[config.mk]
export PLATFORM = sky130hd
export DESIGN_NAME = tx_frame_arbiter
export DESIGN_NICKNAME = d
export VERILOG_FILES = /design/src/rtl/tx_frame_arbiter.sv
export SDC_FILE = /design/constraint.sdc
export NUM_CORES = 1
export LEC_CHECK = 0
export BUFFER_PORTS_ARGS = -buffer_cell sky130_fd_sc_hd__buf_2
export CORE_ASPECT_RATIO = 1.75
export CORE_MARGIN = 5
export CORE_UTILIZATION = 48
export DETAILED_ROUTE_END_ITERATION = 6
export PLACE_DENSITY = 0.95
export SETUP_SLACK_MARGIN = 0.2
export SLEW_MARGIN = 20
export SYNTH_ARGS = -nofsm -noshare
export SYNTH_HDL_FRONTEND = slang
export SYNTH_SLANG_ARGS = --single-unit
[constraint.sdc]
create_clock -name clk -period 6.4 [get_ports clk]
set_clock_uncertainty 0.15 [all_clocks]
set_input_delay 0.64 -clock clk [delete_from_list [all_inputs] [get_ports clk]]
set_output_delay 0.64 -clock clk [all_outputs]
set_load 0.03 [all_outputs]
[src/rtl/tx_frame_arbiter.sv]
`default_nettype none
// ============================================================================
// Module   : tx_frame_arbiter
// Purpose  : Shares one 48-bit UART frame transmitter between NUM_REQ
//            requesters. The default build uses round-robin arbitration.
//            Defining TX_ARB_FIXED_PRIO_EN selects fixed priority instead
//            (lowest index wins, pointer held at 0).
// Revision : 1.0 - initial release
// ============================================================================
module tx_frame_arbiter #(
    parameter int NUM_REQ       = 4,
    parameter int START_TIMEOUT = 15
) (
    input  logic                   clk,
    input  logic                   rst,
    input  logic [NUM_REQ-1:0]     req,
    input  logic [48*NUM_REQ-1:0]  req_data,
    output logic [NUM_REQ-1:0]     ack,
    output logic [NUM_REQ-1:0]     done,
    output logic                   err,
    input  logic                   pause,
    output logic [2:0]             grant_id,
    output logic                   active,
    output logic [47:0]            tx_data,
    output logic                   tx_new_data,
    input  logic                   tx_busy
);

    typedef enum logic [1:0] {
        S_IDLE       = 2'd0,
        S_LAUNCH     = 2'd1,
        S_WAIT_START = 2'd2,
        S_WAIT_DONE  = 2'd3
    } state_t;

    state_t               state_q, state_d;
    logic [NUM_REQ-1:0]   ack_q, ack_d;
    logic [NUM_REQ-1:0]   done_q, done_d;
    logic                 err_q, err_d;
    logic                 active_q, active_d;
    logic                 txnew_q, txnew_d;
    logic [2:0]           gid_q, gid_d;
    logic [2:0]           ptr_q, ptr_d;
    logic [47:0]          txd_q, txd_d;
    logic [7:0]           cnt_q, cnt_d;

    logic [7:0]           w_req_ext;
    logic [3:0]           w_idx;
    logic                 w_found;
    logic [2:0]           w_win;
    logic [47:0]          w_win_data;
    logic [2:0]           w_ptr_next;

    assign w_req_ext = 8'(req);

`ifdef TX_ARB_FIXED_PRIO_EN
    assign w_ptr_next = 3'd0;
`else
    assign w_ptr_next = (gid_q == 3'(NUM_REQ - 1)) ? 3'd0 : gid_q + 3'd1;
`endif

    // Search starts at the pointer and wraps at NUM_REQ-1 back to 0.
    always_comb begin
        w_found = 1'b0;
        w_win   = 3'd0;
        w_idx   = 4'd0;
        for (int k = 0; k < NUM_REQ; k++) begin
            w_idx = {1'b0, ptr_q} + 4'(k);
            if (w_idx >= 4'(NUM_REQ))
                w_idx = w_idx - 4'(NUM_REQ);
            if (!w_found && w_req_ext[w_idx[2:0]]) begin
                w_found = 1'b1;
                w_win   = w_idx[2:0];
            end
        end
    end

    always_comb begin
        w_win_data = 48'd0;
        for (int i = 0; i < NUM_REQ; i++) begin
            if (w_win == 3'(i))
                w_win_data = req_data[48*i +: 48];
        end
    end

    always_comb begin
        state_d  = state_q;
        ack_d    = '0;
        done_d   = '0;
        err_d    = 1'b0;
        txnew_d  = 1'b0;
        active_d = active_q;
        gid_d    = gid_q;
        txd_d    = txd_q;
        cnt_d    = cnt_q;
        ptr_d    = ptr_q;
        case (state_q)
            S_IDLE: begin
                // The cycle showing done is skipped so a new launch trails done by two cycles.
                if (!pause && w_found && (done_q == '0)) begin
                    for (int i = 0; i < NUM_REQ; i++)
                        ack_d[i] = (w_win == 3'(i));
                    txnew_d  = 1'b1;
                    active_d = 1'b1;
                    gid_d    = w_win;
                    txd_d    = w_win_data;
                    state_d  = S_LAUNCH;
                end
            end
            S_LAUNCH: begin
                cnt_d   = 8'd0;
                state_d = S_WAIT_START;
            end
            S_WAIT_START: begin
                if (tx_busy) begin
                    state_d = S_WAIT_DONE;
                end else begin
                    cnt_d = cnt_q + 8'd1;
                    if (cnt_d == 8'(START_TIMEOUT)) begin
                        err_d    = 1'b1;
                        active_d = 1'b0;
                        state_d  = S_IDLE;
                    end
                end
            end
            S_WAIT_DONE: begin
                if (!tx_busy) begin
                    for (int i = 0; i < NUM_REQ; i++)
                        done_d[i] = (gid_q == 3'(i));
                    active_d = 1'b0;
                    ptr_d    = w_ptr_next;
                    state_d  = S_IDLE;
                end
            end
            default: begin
                state_d  = S_IDLE;
                active_d = 1'b0;
            end
        endcase
    end

    always_ff @(posedge clk) begin
        if (rst) begin
            state_q  <= S_IDLE;
            ack_q    <= '0;
            done_q   <= '0;
            err_q    <= 1'b0;
            active_q <= 1'b0;
            txnew_q  <= 1'b0;
            gid_q    <= 3'd0;
            txd_q    <= 48'd0;
            cnt_q    <= 8'd0;
            ptr_q    <= 3'd0;
        end else begin
            state_q  <= state_d;
            ack_q    <= ack_d;
            done_q   <= done_d;
            err_q    <= err_d;
            active_q <= active_d;
            txnew_q  <= txnew_d;
            gid_q    <= gid_d;
            txd_q    <= txd_d;
            cnt_q    <= cnt_d;
            ptr_q    <= ptr_d;
        end
    end

    assign ack         = ack_q;
    assign done        = done_q;
    assign err         = err_q;
    assign active      = active_q;
    assign tx_new_data = txnew_q;
    assign grant_id    = gid_q;
    assign tx_data     = txd_q;

endmodule
`default_nettype wire

==> results, run 1 <==
- The run finished with clean final reports.
- Global routing used 28.3% of the available tracks.
- The first-pass GRT wire length is 26,800 um.
- The worst setup path is captured at a register.
- The max-cap violation count is 0.
- The number of instances in the synthesized netlist is 530.
- The number of primary I/O pins is 262.
- The startpoint class of the critical path is a register.
- For the pin with the worst max-slew slack, the measured transition is 0.919 ns.
- The H-tree was split into 3 levels.
- The startpoint of the tightest hold check path is active$_SDFFE_PP0P_.
- The worst hold path belongs to the class reg -> reg.
- The via count of the first global-routing pass is 5,393.
- After detailed routing, the total wire length is 16,900 um.
- The post-synthesis sequential element count is 75.
- The final hold violation count is 0.
- For this configuration, the core starts out at a cell density of 48.9%.
- Counting along the longest clock path gives a buffer depth of 2.
- In the routed design, unresolved DRC markers number 0.
- The total of cells resized after clock tree synthesis is 0.
- Setup repair after global routing left no endpoint under its margin.
- For the worst-skew pair, the clock arrives at the later sink with an insertion delay of 0.34 ns.
- The width of the chip is 84.0 um.
- The count of final max-slew check failures came to 0.
- Clock tree synthesis inserted a total of 9 buffers.
- In this run the power spent charging and discharging nets is 0.000465 W.
- Counting every sink on the clock net gives 75.
- The layout-stage area growth over the synthesis result is 35.7%.
- The total negative slack is 0 ns.
- The detailed router placed 5,410 vias in this run.
- For the worst setup path, the data required time is 6.48 ns.
- The number of routed nets with antenna violations is 0.
- The arrival time reported for the critical path endpoint is 4.76 ns.
- Once detailed placement completed, the half-perimeter wirelength came to 12,900 um.
- The number of enable flip-flop cells after synthesis is 0.
- The net count after synthesis is 738.
- The worst vdd rail ir drop is 0.160 mV.
- The time the final worst path needs with I/O delays and setup is 4.68 ns.
- The number of antenna violations at the first check in global routing is 0.
- Static timing analysis puts the maximum clock frequency at 214 MHz.
- The final critical path takes up 73.1% of the cycle.
- The highest net fanout along the worst path is 48.
- The library cell contributing the largest single delay on the critical path is dfxtp_1.
- The critical path in this run is classified as reg -> reg.
- The part of the power in registers is 37.1%.
- The switching fraction of total power is 32.4%.
- 0 antenna diodes ended up in the layout.
- The clock network fraction of design power is 35.3%.
- Once the clock tree was built, the setup fixing pass inserted 0 buffers.
- After detailed routing, the number of vias per cell comes to 6.10.
- The initialized floorplan defines 47 standard-cell rows.
- The overall die area is 11,700 um^2.
- Traced cell by cell, the critical path runs through inv_1 > ha_1 > mux4_2 > o22a_1 > buf_4 > nor2_4 > buf_4 > mux2_2 > a221o_1.
- Before antenna repair, the detailed router went through 6 iterations.
- Power spread over the standard cell area amounts to 230 nW/um^2.
- The static leakage is 2.83 nW.
- Of the synthesized area, sequential elements account for 32.6%.
- The count of buffers inserted at the top-level ports is 261.
- The worst flop-to-flop path startpoint is ptr_q[0]$_SDFFE_PP0P_.
- Tracing the worst setup path back leads to its startpoint at ptr_q[0]$_SDFFE_PP0P_.
- TritonCTS built the clock tree.
- The total number of yosys warnings is 0.
- The die span in y is 140 um.
- In the final routed layout, each cell accounts on average for 19.1 um.
- At the end of routability-driven placement, the weighted congestion stood at 0.883.
- The share of final-layout standard cells stronger than drive strength 1 is 47.1%.
- The DRC violation total after the first TritonRoute iteration is 293.
- The tightest hold path in the finished design has a slack of 0.324 ns.
- The clock-pin slew of the registers on the worst-case setup and hold paths is 0.06 ns.
- The maximum number of pins on one net before global-route repair is 50.
- The distinct cell type count of the synthesized netlist is 51.
- A synthesized cell averages 8.68 um^2.
- The most used cell along the critical path is buf_4.
- After floorplanning, the core was sized to cover 9410 um^2.
- On the worst path, the slowest cell contributes a delay of 0.77 ns.
- After synthesis the cells add up to 4600 um^2.
- The share of total power dissipated in combinational logic is 27.6%.
- The post-layout net count is 968.
- The worst pin sits at a relative slew slack of 38.6%.
- The predominant post-synthesis flop cell is dfxtp_1.
- The number of failing setup endpoints in the final timing report is 0.
- The proportion of synthesized flip-flops having asynchronous set or reset is 0%.
- The design internal power is 0.000969 W.
- The hold-fix buffer count after cts is 0.
- Summed over all layers, the global routing overflow is 0.
- The root buffer selected by CTS is clkbuf_16.
## cells in the final DEF (no fill, tap or decap), drive strengths merged, types with 2 or more instances in the layout
master,count
buf,269
dfxtp,75
a21oi,59
nand3,53
o21ai,52
mux2,51
a221o,48
nor2,31
nand2,14
inv,11
clkbuf,9
nor3,9
ha,8
nand2b,6
and2,6
mux2i,5
nor2b,5
a211oi,5
a32oi,5
a31oi,4
and3,3
mux4,2
nand4,2
or3,2
o311ai,2
or2,2
xnor2,2
nor3b,2
xor2,2
clkinv,2
o22ai,2
nand3b,2
## layout make-up
type                            instances  area (um^2)
Fill cell                             802         3170
Multi-Input combinational cell        397         2880
Sequential cell                        75         1500
Timing Repair Buffer                  269         1380
Clock buffer                            9          225
Tap cell                              122          153
Clock inverter                          7         73.8
Inverter                                8         30.0
## sequential cells by signal (all words and copies together), names as in the netlist
| signal | flops |
|---|---|
| ack | 4 |
| tx_new_data | 1 |
| grant_id | 3 |
| tx_data | 48 |
| active | 1 |
| ptr_q | 3 |
| done | 4 |
| err | 1 |
| state_q | 2 |
| cnt_q | 8 |
## power by group through the flow
stage,clock network (W),registers (W),logic (W)
2_1_floorplan,0,0.000603,0.000181
3_3_place_gp,0,0.000539,0.000384
3_5_place_dp,0,0.000540,0.000394
4_1_cts,0.000514,0.000531,0.000395
5_1_grt,0.000538,0.000536,0.000424
6_report,0.000506,0.000531,0.000396
## critical path: cells and delay by family, from the launching register on
family,cells,cell delay [ns]
muxes,2,1.00
and+or+nand+nor,1,0.75
DFF,1,0.77
adders and majority gates,1,0.52
buffers and inverters,3,0.83
AOI/OAI and AO/OA,2,0.50
## cells by family (layout without fill, tap and decap cells)
kind of cell | Yosys count | after routing | share of synthesized area [%]
XOR/XNOR | 4 | 4 | 0.762
AO/OA/AOI/OAI | 187 | 187 | 28.7
flip-flops | 75 | 75 | 32.6
buffers and inverters | 58 | 293 | 5.85
AND/OR/NAND/NOR | 140 | 140 | 15.3
adder cells (fa/ha/maj) | 8 | 8 | 2.18
multiplexers | 58 | 58 | 14.5
## synth_stat cells, types with 4 or more instances
cell	number	area, um^2
dfxtp_1	75	1500
nand3_1	53	265
mux2_2	51	574
o21ai_0	51	255
a21oi_1	49	245
a221o_1	48	480
clkbuf_1	32	120
nor2_1	31	116
nand2_1	14	52.6
a21oi_2	10	87.6
buf_2	8	40.0
ha_1	8	100
inv_1	8	30.0
nor3_1	8	40.0
and2_1	6	37.5
nand2b_1	6	37.5
a211oi_1	5	37.5
a32oi_1	5	43.8
mux2i_1	5	50.1
nor2b_1	5	31.3
a31oi_1	4	25.0
buf_6	4	45.0
## metal layers
layer	GRT usage (%)	wire length, um
met5	0	0
met4	14.4	786
met3	6.62	1710
met2	48.3	8490
met1	32.6	5950
## path summary, 6_finish.rpt
check / endpoint / slack [ns] / depth (start not counted)
max: tx_data[10]$_SDFFE_PP0P_ / 1.72 / 9
min: active$_SDFFE_PP0P_ / 0.32 / 2
max reg2reg: tx_data[10]$_SDFFE_PP0P_ / 1.72 / 9
min reg2reg: active$_SDFFE_PP0P_ / 0.32 / 2
## per-stage QoR
| step | worst slack, ns | utilization [%] | power (W) | area (um^2) | std cells |
|---|---|---|---|---|---|
| 6_report | 1.72 | 66.3 | 0.00143 | 6240 | 887 |
| 5_1_grt | 1.45 | 66.3 | 0.00150 | 6240 | 887 |
| 4_1_cts | 1.71 | 66.3 | 0.00144 | 6240 | 887 |
| 3_5_place_dp | 1.71 | 63.2 | 0.000934 | 5940 | 871 |
| 3_3_place_gp | 1.89 | 62.9 | 0.000922 | 5920 | 870 |
| 2_1_floorplan | 2.99 | - | 0.000784 | 4600 | 530 |
Note: power is estimated with default switching activity, not from simulation.
==> run 2, diff against run 1 <==
- ABC_AREA: not set -> 1
- CORE_UTILIZATION: 48 -> 46
- PLACE_DENSITY: 0.95 -> 0.91
- clock period: 6.4 -> 4.7 ns (I/O delays scaled with it)
==> run 2 against run 1 <==
Routed wire length is 0.71% higher. Die area is 13% higher. Critical path depth up 5. Synthesized area increased by 9.7%. Combinational power grew to 2.7 times the previous value. Critical path type unchanged. Largest power group is now combinational logic. Highest routed layer is now met5.
==> results, run 2 <==
- The worst hold slack is 0.300 ns.
- The via count of the first global-routing pass is 5,783.
- The number of buffers inserted to repair setup after CTS is 0.
- The root buffer selected by CTS is clkbuf_16.
- Counting instances in the post-synthesis netlist gives the leading cell types as 200 x nand2_1, 190 x nand3_1, 128 x inv_1, 75 x dfxtp_1, 59 x a21oi_1.
- The number of instances in the synthesized netlist is 835.
- During synthesis, Yosys emitted a total of 0 warnings.
- The post-synthesis area per instance is 6.04 um^2.
- The number of primary I/O pins is 262.
- The total negative slack is 0 ns.
- Once the clock tree was built, the resizer swapped 0 gates to a different size.
- The register with the most flip-flops in the layout has 48 of them.
- After the first detailed-routing iteration, the DRC count stood at 259.
- The part of the power in registers is 31.0%.
- Counting the fill cells in the layout gives 1,039.
- The count of buffers inserted at the top-level ports is 261.
- Entering global routing, the biggest net connects 101 pins.
- In this run the worst path has a maximum fanout of 35.
- Summing every instance area after synthesis gives 5040 um^2.
- The startpoint class of the critical path is a register.
- The worst vdd rail ir drop is 0.188 mV.
- STA classifies the critical path endpoint as a register.
- The layout-stage area growth over the synthesis result is 30.3%.
- Setup repair after global routing left no endpoint under its margin.
- For this run, the post-layout net count is 1,266.
- Counting flops with a built-in enable in the synthesized netlist gives 0.
- The critical path's largest stage delay is 0.65 ns.
- The design internal power is 0.00148 W.
- The utilization after layout is 61.5%.
- The floorplan step defined a die boundary enclosing 13,200 um^2.
- Dividing the detail-routed wire length by the instance count gives 14.3 um.
- In this run the worst setup path begins at ptr_q[0]$_SDFFE_PP0P_.
- The switching fraction of total power is 41.7%.
- The distinct cell type count of the synthesized netlist is 32.
- For the pin with the worst max-slew slack, the measured transition is 1.02 ns.
- For this run, the leading register cell type out of synthesis is dfxtp_1.
- The CTS H-tree depth is 3.
- The clock latency at the later pin of the worst-skew pair is 0.33 ns.
- The top cell types in the final layout, fill and taps aside, are 261 x buf_2, 200 x nand2_1, 189 x nand3_1.
- The net count after synthesis is 1,043.
- Combinational cells account for 41.9% of the total power.
- The library cell used most frequently in the layout, excluding fill and tap cells, is buf_2.
- In this run, placement finished with an instance count of 1,177.
- Summing the sequential cell areas from Yosys gives 29.8% of the chip area.
- The total congestion overflow is 0.
- The CTS tree is built.
- The most used standard cell by instance count after synthesis is nand2_1.
- After layout, the design draws a total of 0.00253 W.
- For the worst setup path, the data required time is 4.78 ns.
- The length of the first detailed-routing pass in iterations is 5.
- The clock network fraction of design power is 27.2%.
- The first-pass GRT wire length is 26,300 um.
- The share of final-layout standard cells stronger than drive strength 1 is 28.2%.
- Buffers inserted to repair hold after CTS numbered 0.
- Derived from the worst setup path, the maximum achievable clock frequency is 298 MHz.
- For this design the ratio of total power to cell area is 385 nW/um^2.
- The worst register-to-register path has a depth of 14.
- The run finished with clean final reports.
- For this block, the routed nets add up to 17,100 um of wire.
- The overall via count from detail_route is 6,185.
- The post-synthesis sequential element count is 75.
- The category of the critical setup timing path is reg -> reg.
- Buffers inserted during clock tree synthesis total 9.
- The area fraction of the dominant cell type after synthesis is 29.8%.
- The final cell count without fillers is 1,193.
- The number of vias per cell is 5.18.
- For this design the static power due to leakage is 3.67 nW.
- The total DRC errors in the routed layout is 0.
- Once the floorplan was initialized, standard cells occupied 47.2% of the core.
- The destination of the worst register-to-register timing path is tx_data[33]$_SDFFE_PP0P_.
- The core region is 10,700 um^2.
- The wire-length estimate of the detail-placed layout is 12,400 um.
- The die is 89.2 um wide.
- The arrival time reported for the critical path endpoint is 3.43 ns.
- The die span in y is 149 um.
- The aggregate global-route resource usage is 24.7%.
- Sorting the synthesized cells by area gives the leading types as dfxtp_1 30%, nand3_1 19%, nand2_1 15%.
- The number of failing setup endpoints in the final timing report is 0.
- In this run the power spent charging and discharging nets is 0.00106 W.
- The min-delay analysis places its worst path in the category in -> reg.
- The proportion of synthesized flip-flops having asynchronous set or reset is 0%.
- The number of antenna violations at the first check in global routing is 1.
- The number of clock sinks is 75.
- The worst path uses 71.3% of the clock period.
- Of all cell types, the one taking the most synthesized area is dfxtp_1.
- The critical path endpoint is tx_data[33]$_SDFFE_PP0P_.
- The worst flop-to-flop path startpoint is ptr_q[0]$_SDFFE_PP0P_.
- The library cell contributing the largest single delay on the critical path is nor2_4.
- In this run the core area contains 50 standard-cell rows.
- For flop-to-flop paths, the worst setup slack is 1.35 ns.
- The clock-pin slew of the registers on the worst-case setup and hold paths is 0.06 ns.
- The count of final max-slew check failures is 0.
- The time the final worst path needs with I/O delays and setup is 3.35 ns.
- The clock passes through at most 2 buffers.
- In this run the tightest slew margin relative to its limit is 31.9%.
- The signal on the critical path passes through inv_4 > ha_1 > inv_1 > nand3_1 > nand3_2 > nor2_2 > nand2_1 > nand3_1 > nor2_4 > nor2_1 > nand2_1 > nand3_1 > nor2_1 > nor2_1.
- The final estimated routing congestion in global placement is 0.930.
- In this run the remaining antenna-violating nets after routing total 0.
- The max-cap violation count is 0.
- The final hold violation count is 0.
==> run 2: power by group through the flow <==
| stage | clock, W | sequential, W | combinational [W] |
|---|---|---|---|
| global placement | 0 | 0.000791 | 0.00105 |
| CTS | 0.000702 | 0.000781 | 0.00107 |
| global route | 0.000729 | 0.000793 | 0.00118 |
| detailed placement | 0 | 0.000793 | 0.00106 |
| floorplan | 0 | 0.000950 | 0.000620 |
| finish | 0.000688 | 0.000784 | 0.00106 |
==> run 2: metal layers <==
layer	share of wire (%)	global-route usage [%]	vias up	routed length (um)
li1	-	-	3117	-
met1	35	26.4	2762	5960
met2	53	44.6	260	9110
met3	8.1	5.54	44	1380
met4	3.4	11.1	2	584
met5	0.076	0	-	13
==> run 2: cells by family after synthesis <==
| family | synth area share, % |
|---|---|
| AND/OR/NAND/NOR | 39.1 |
| XOR/XNOR | 1.04 |
| buffers and inverters | 16.1 |
| AO/OA/AOI/OAI | 12.0 |
| adder cells (fa/ha/maj) | 1.98 |
| flip-flops | 29.8 |
==> run 2: how the worst min path moves through the flow <==
stage / endpoint / startpoint / slack [ns] / cells past startpoint
4_1_cts: tx_data[31]$_SDFFE_PP0P_ / req_data[31] / 0.29 / 5
5_1_grt: tx_data[11]$_SDFFE_PP0P_ / tx_data[11]$_SDFFE_PP0P_ / 0.33 / 2
3_3_place_gp: tx_data[27]$_SDFFE_PP0P_ / tx_data[27]$_SDFFE_PP0P_ / 0.30 / 2
6_report: tx_data[31]$_SDFFE_PP0P_ / req_data[31] / 0.30 / 5
3_5_place_dp: tx_data[4]$_SDFFE_PP0P_ / tx_data[4]$_SDFFE_PP0P_ / 0.30 / 2
2_1_floorplan: cnt_q[7]$_SDFFE_PP0P_ / cnt_q[7]$_SDFFE_PP0P_ / 0.31 / 2
==> run 2: per-stage QoR <==
stage	worst slack, ns	cell area [um^2]
2_1_floorplan	2.37	5040
3_3_place_gp	1.47	6280
3_5_place_dp	1.39	6280
4_1_cts	1.37	6570
5_1_grt	1.11	6570
6_report	1.35	6570
==> run 2: area by class of cell <==
| class | count | area, um^2 | share of cell area (%) |
|---|---|---|---|
| multi-input cells | 573 | 2750 | 41.8 |
| clock buffers | 9 | 225 | 3.43 |
| well taps | 130 | 163 | 2.47 |
| inverters | 131 | 494 | 7.52 |
| clock inverters | 6 | 66.3 | 1.01 |
| flip-flops and latches | 75 | 1500 | 22.8 |
| diodes | 1 | 2.50 | 0.0381 |
| repair buffers | 268 | 1370 | 20.9 |
==> run 2: worst max-delay path, delay by kind of cell (launching register included) <==
family	cells	cell delay (ns)
and+or+nand+nor	11	1.97
DFF	1	0.55
adders and majority gates	1	0.35
buffers and inverters	2	0.22
==> run 3, diff against run 2 <==
- clock period: 4.7 -> 3.5 ns (I/O delays scaled with it)
==> run 3 against run 2 <==
Via count is 0.39% higher. First-iteration DRC count rose by 3.1%. Sequential power increased by 34%. Critical path depth stayed put. Utilization increased by 1.2 points. Maximum frequency is 14% higher. Worst hold slack got worse by 0.12 ns. Combinational power grew 40%. Critical path type unchanged. Critical endpoint unchanged. Largest power group unchanged.
==> results, run 3 (synthesis gave the netlist of run 2 again) <==
- Across the run, the number of max-cap violations was 0.
- The launch point of the worst path is ptr_q[0]$_SDFFE_PP0P_.
- The aggregate global-route resource usage is 24.8%.
- The number of buffers created by CTS is 9.
- The worst flop-to-flop path startpoint is ptr_q[0]$_SDFFE_PP0P_.
- The estimated wirelength of the detail-placed design is 12,600 um.
- For the pin with the worst max-slew slack, the measured transition is 0.575 ns.
- The total congestion overflow is 0.
- The width of the chip is 89.2 um.
- In the layout the commonest cells are 261 x buf_2, 200 x nand2_1, 189 x nand3_1.
- With fillers left out, the area of the finished cells amounts to 6700 um^2.
- The worst setup path is launched from a register.
- Data arrives at the worst endpoint at 3.00 ns.
- The top routing layer in use is met5.
- Hold repair after CTS inserted 0 buffers.
- After detailed routing, the average wire length per cell comes to 14.1 um.
- The clock tree synthesis step divided the H-tree into 3 levels.
- The congestion estimate from routability-driven global placement came to 0.902.
- The effective utilization at floorplan is 47.2%.
- Setup repair after global routing left no endpoint under its margin.
- The number of vias per cell is 5.17.
- The path category of the worst min-delay check is in -> reg.
- The depth of the worst register-to-register path is 14.
- The total DRC errors in the routed layout is 0.
- The static leakage is 3.74 nW.
- For this design the ratio of total power to cell area is 527 nW/um^2.
- The clock passes through at most 2 buffers.
- The via count of the first global-routing pass is 5,783.
- The length of the first detailed-routing pass in iterations is 5.
- The number of antenna diodes in the final layout is 0.
- The number of filler instances in the final layout is 1,016.
- The final hold violation count is 0.
- The area of the core is 10,700 um^2.
- In this run, post-CTS repair resized a total of 0 instances.
- The peak clock frequency supported by timing is 341 MHz.
- Relative to the synthesized area, the layout overhead comes to 32.9%.
- The number of antenna violations at the first check in global routing is 1.
- Headroom to the max-slew limit came out at 61.7%.
- Once the clock tree was built, the setup fixing pass inserted 0 buffers.
- The category of the critical setup timing path is reg -> reg.
- The DRC violation total after the first TritonRoute iteration is 267.
- The library cell used most frequently in the layout, excluding fill and tap cells, is buf_2.
- The final wirelength is 16,900 um.
- The tree built by TritonCTS fans out to 75 sinks.
- The post-layout net count is 1,274.
- Wire segments on met3 add up to 1360 um in the final route.
- The register with the most flip-flops in the layout has 48 of them.
- The highest net fanout along the worst path is 39.
- The count of final max-slew check failures is 0.
- The sum of routed wire segments on met1 is 5970 um.
- The share of final-layout standard cells stronger than drive strength 1 is 28.9%.
- Summed over all failing endpoints, the final setup total negative slack is 0 ns.
- In this run the remaining antenna-violating nets after routing total 0.
- The count of buffers inserted at the top-level ports is 261.
- The number of failing setup endpoints in the final timing report is 0.
- Detailed routing placed a total of 8870 um of wire on met2.
- The CTS tree is built.
- The number of standard-cell rows in the floorplan is 50.
- Summing all placed instances gives a cell area of 6380 um^2.
- The routed layout has 6,209 vias.
- The worst register-to-register path has a setup slack of 0.57 ns.
- Entering global routing, the biggest net connects 54 pins.
- Final hold analysis gives a worst-case slack of 0.180 ns.
- The worst hold path begins at req_data[1].
- For this design the top-level I/O count stands at 262.
- The instance count along the most critical hold path is 5.
- The later pin in the worst-skew pair is clocked with a latency of 0.33 ns.
- The overall die area is 13,200 um^2.
- The critical path data required time is 3.57 ns.
- The critical path endpoint category is a register.
- In this run the vertical extent of the chip is 149 um.
- The run finished with clean final reports.
- The time the final worst path needs with I/O delays and setup is 2.93 ns.
- Once layout is complete, the utilization of the core stands at 62.7%.
- The root buffer selected by CTS is clkbuf_16.
- The worst path uses 83.8% of the clock period.
- The first-pass GRT wire length is 26,300 um.
- The worst vdd rail ir drop is 0.331 mV.
- The clock-pin slew of the registers on the worst-case setup and hold paths is 0.06 ns.
run 3: cell count changes in the layout (fill, tap and decap cells not counted), sizes merged:
cell | before | now
buf | 268 | 276
bufinv | 1 | 2
clkbuf | 9 | 10
clkinv | 4 | 3
diode | 1 | 0
run 3: worst paths after layout:
kind / to
max: tx_data[33]$_SDFFE_PP0P_
min: tx_data[1]$_SDFFE_PP0P_
max reg2reg: tx_data[33]$_SDFFE_PP0P_
min reg2reg: tx_data[28]$_SDFFE_PP0P_
run 3: area by class of cell:
type / count / area (um^2) / share of cell area, %
repair buffers: 276 / 1470 / 21.9
inverters: 131 / 494 / 7.37
clock buffers: 10 / 239 / 3.56
well taps: 130 / 163 / 2.43
multi-input cells: 573 / 2750 / 41.0
flip-flops and latches: 75 / 1500 / 22.4
clock inverters: 6 / 87.6 / 1.31
run 3: per-layer routing:
| layer | vias up | global-route usage (%) |
|---|---|---|
| met3 | 58 | 6.87 |
| met5 | - | 0 |
| met1 | 2739 | 26.6 |
| met4 | 2 | 11.5 |
| met2 | 283 | 43.5 |
| li1 | 3127 | - |
run 3: critical path: stages, from the launching register on:
cell and delay (ns):
dfxtp_1 0.54, inv_4 0.09, ha_1 0.33, inv_1 0.08
nand3_1 0.11, nand3_2 0.14, a21oi_1 0.31, inv_1 0.08
nand2_1 0.09, buf_4 0.40, nor2_1 0.18, nand2_1 0.10
nand3_1 0.07, nor2_1 0.10, nor2_1 0.05
run 3: power by group:
| group | internal, W | switching, W | total [W] | leakage, nW |
|---|---|---|---|---|
| sequential | 0.000976 | 0.0000704 | 0.00105 | 0.613 |
| clock | 0.000645 | 0.000367 | 0.00101 | 0.163 |
| combinational | 0.000495 | 0.000982 | 0.00148 | 2.97 |
| total | 0.00212 | 0.00142 | 0.00354 | 3.74 |
run 3: per-stage QoR:
| stage | instances | setup WS (ns) | power, W |
|---|---|---|---|
| finish | 1201 | 0.569 | 0.00354 |
| global route | 1201 | 0.299 | 0.00377 |
| CTS | 1201 | 0.575 | 0.00356 |
| detailed placement | 1185 | 0.587 | 0.00253 |
| global placement | 1185 | 0.714 | 0.00250 |
| floorplan | 835 | 1.17 | 0.00211 |
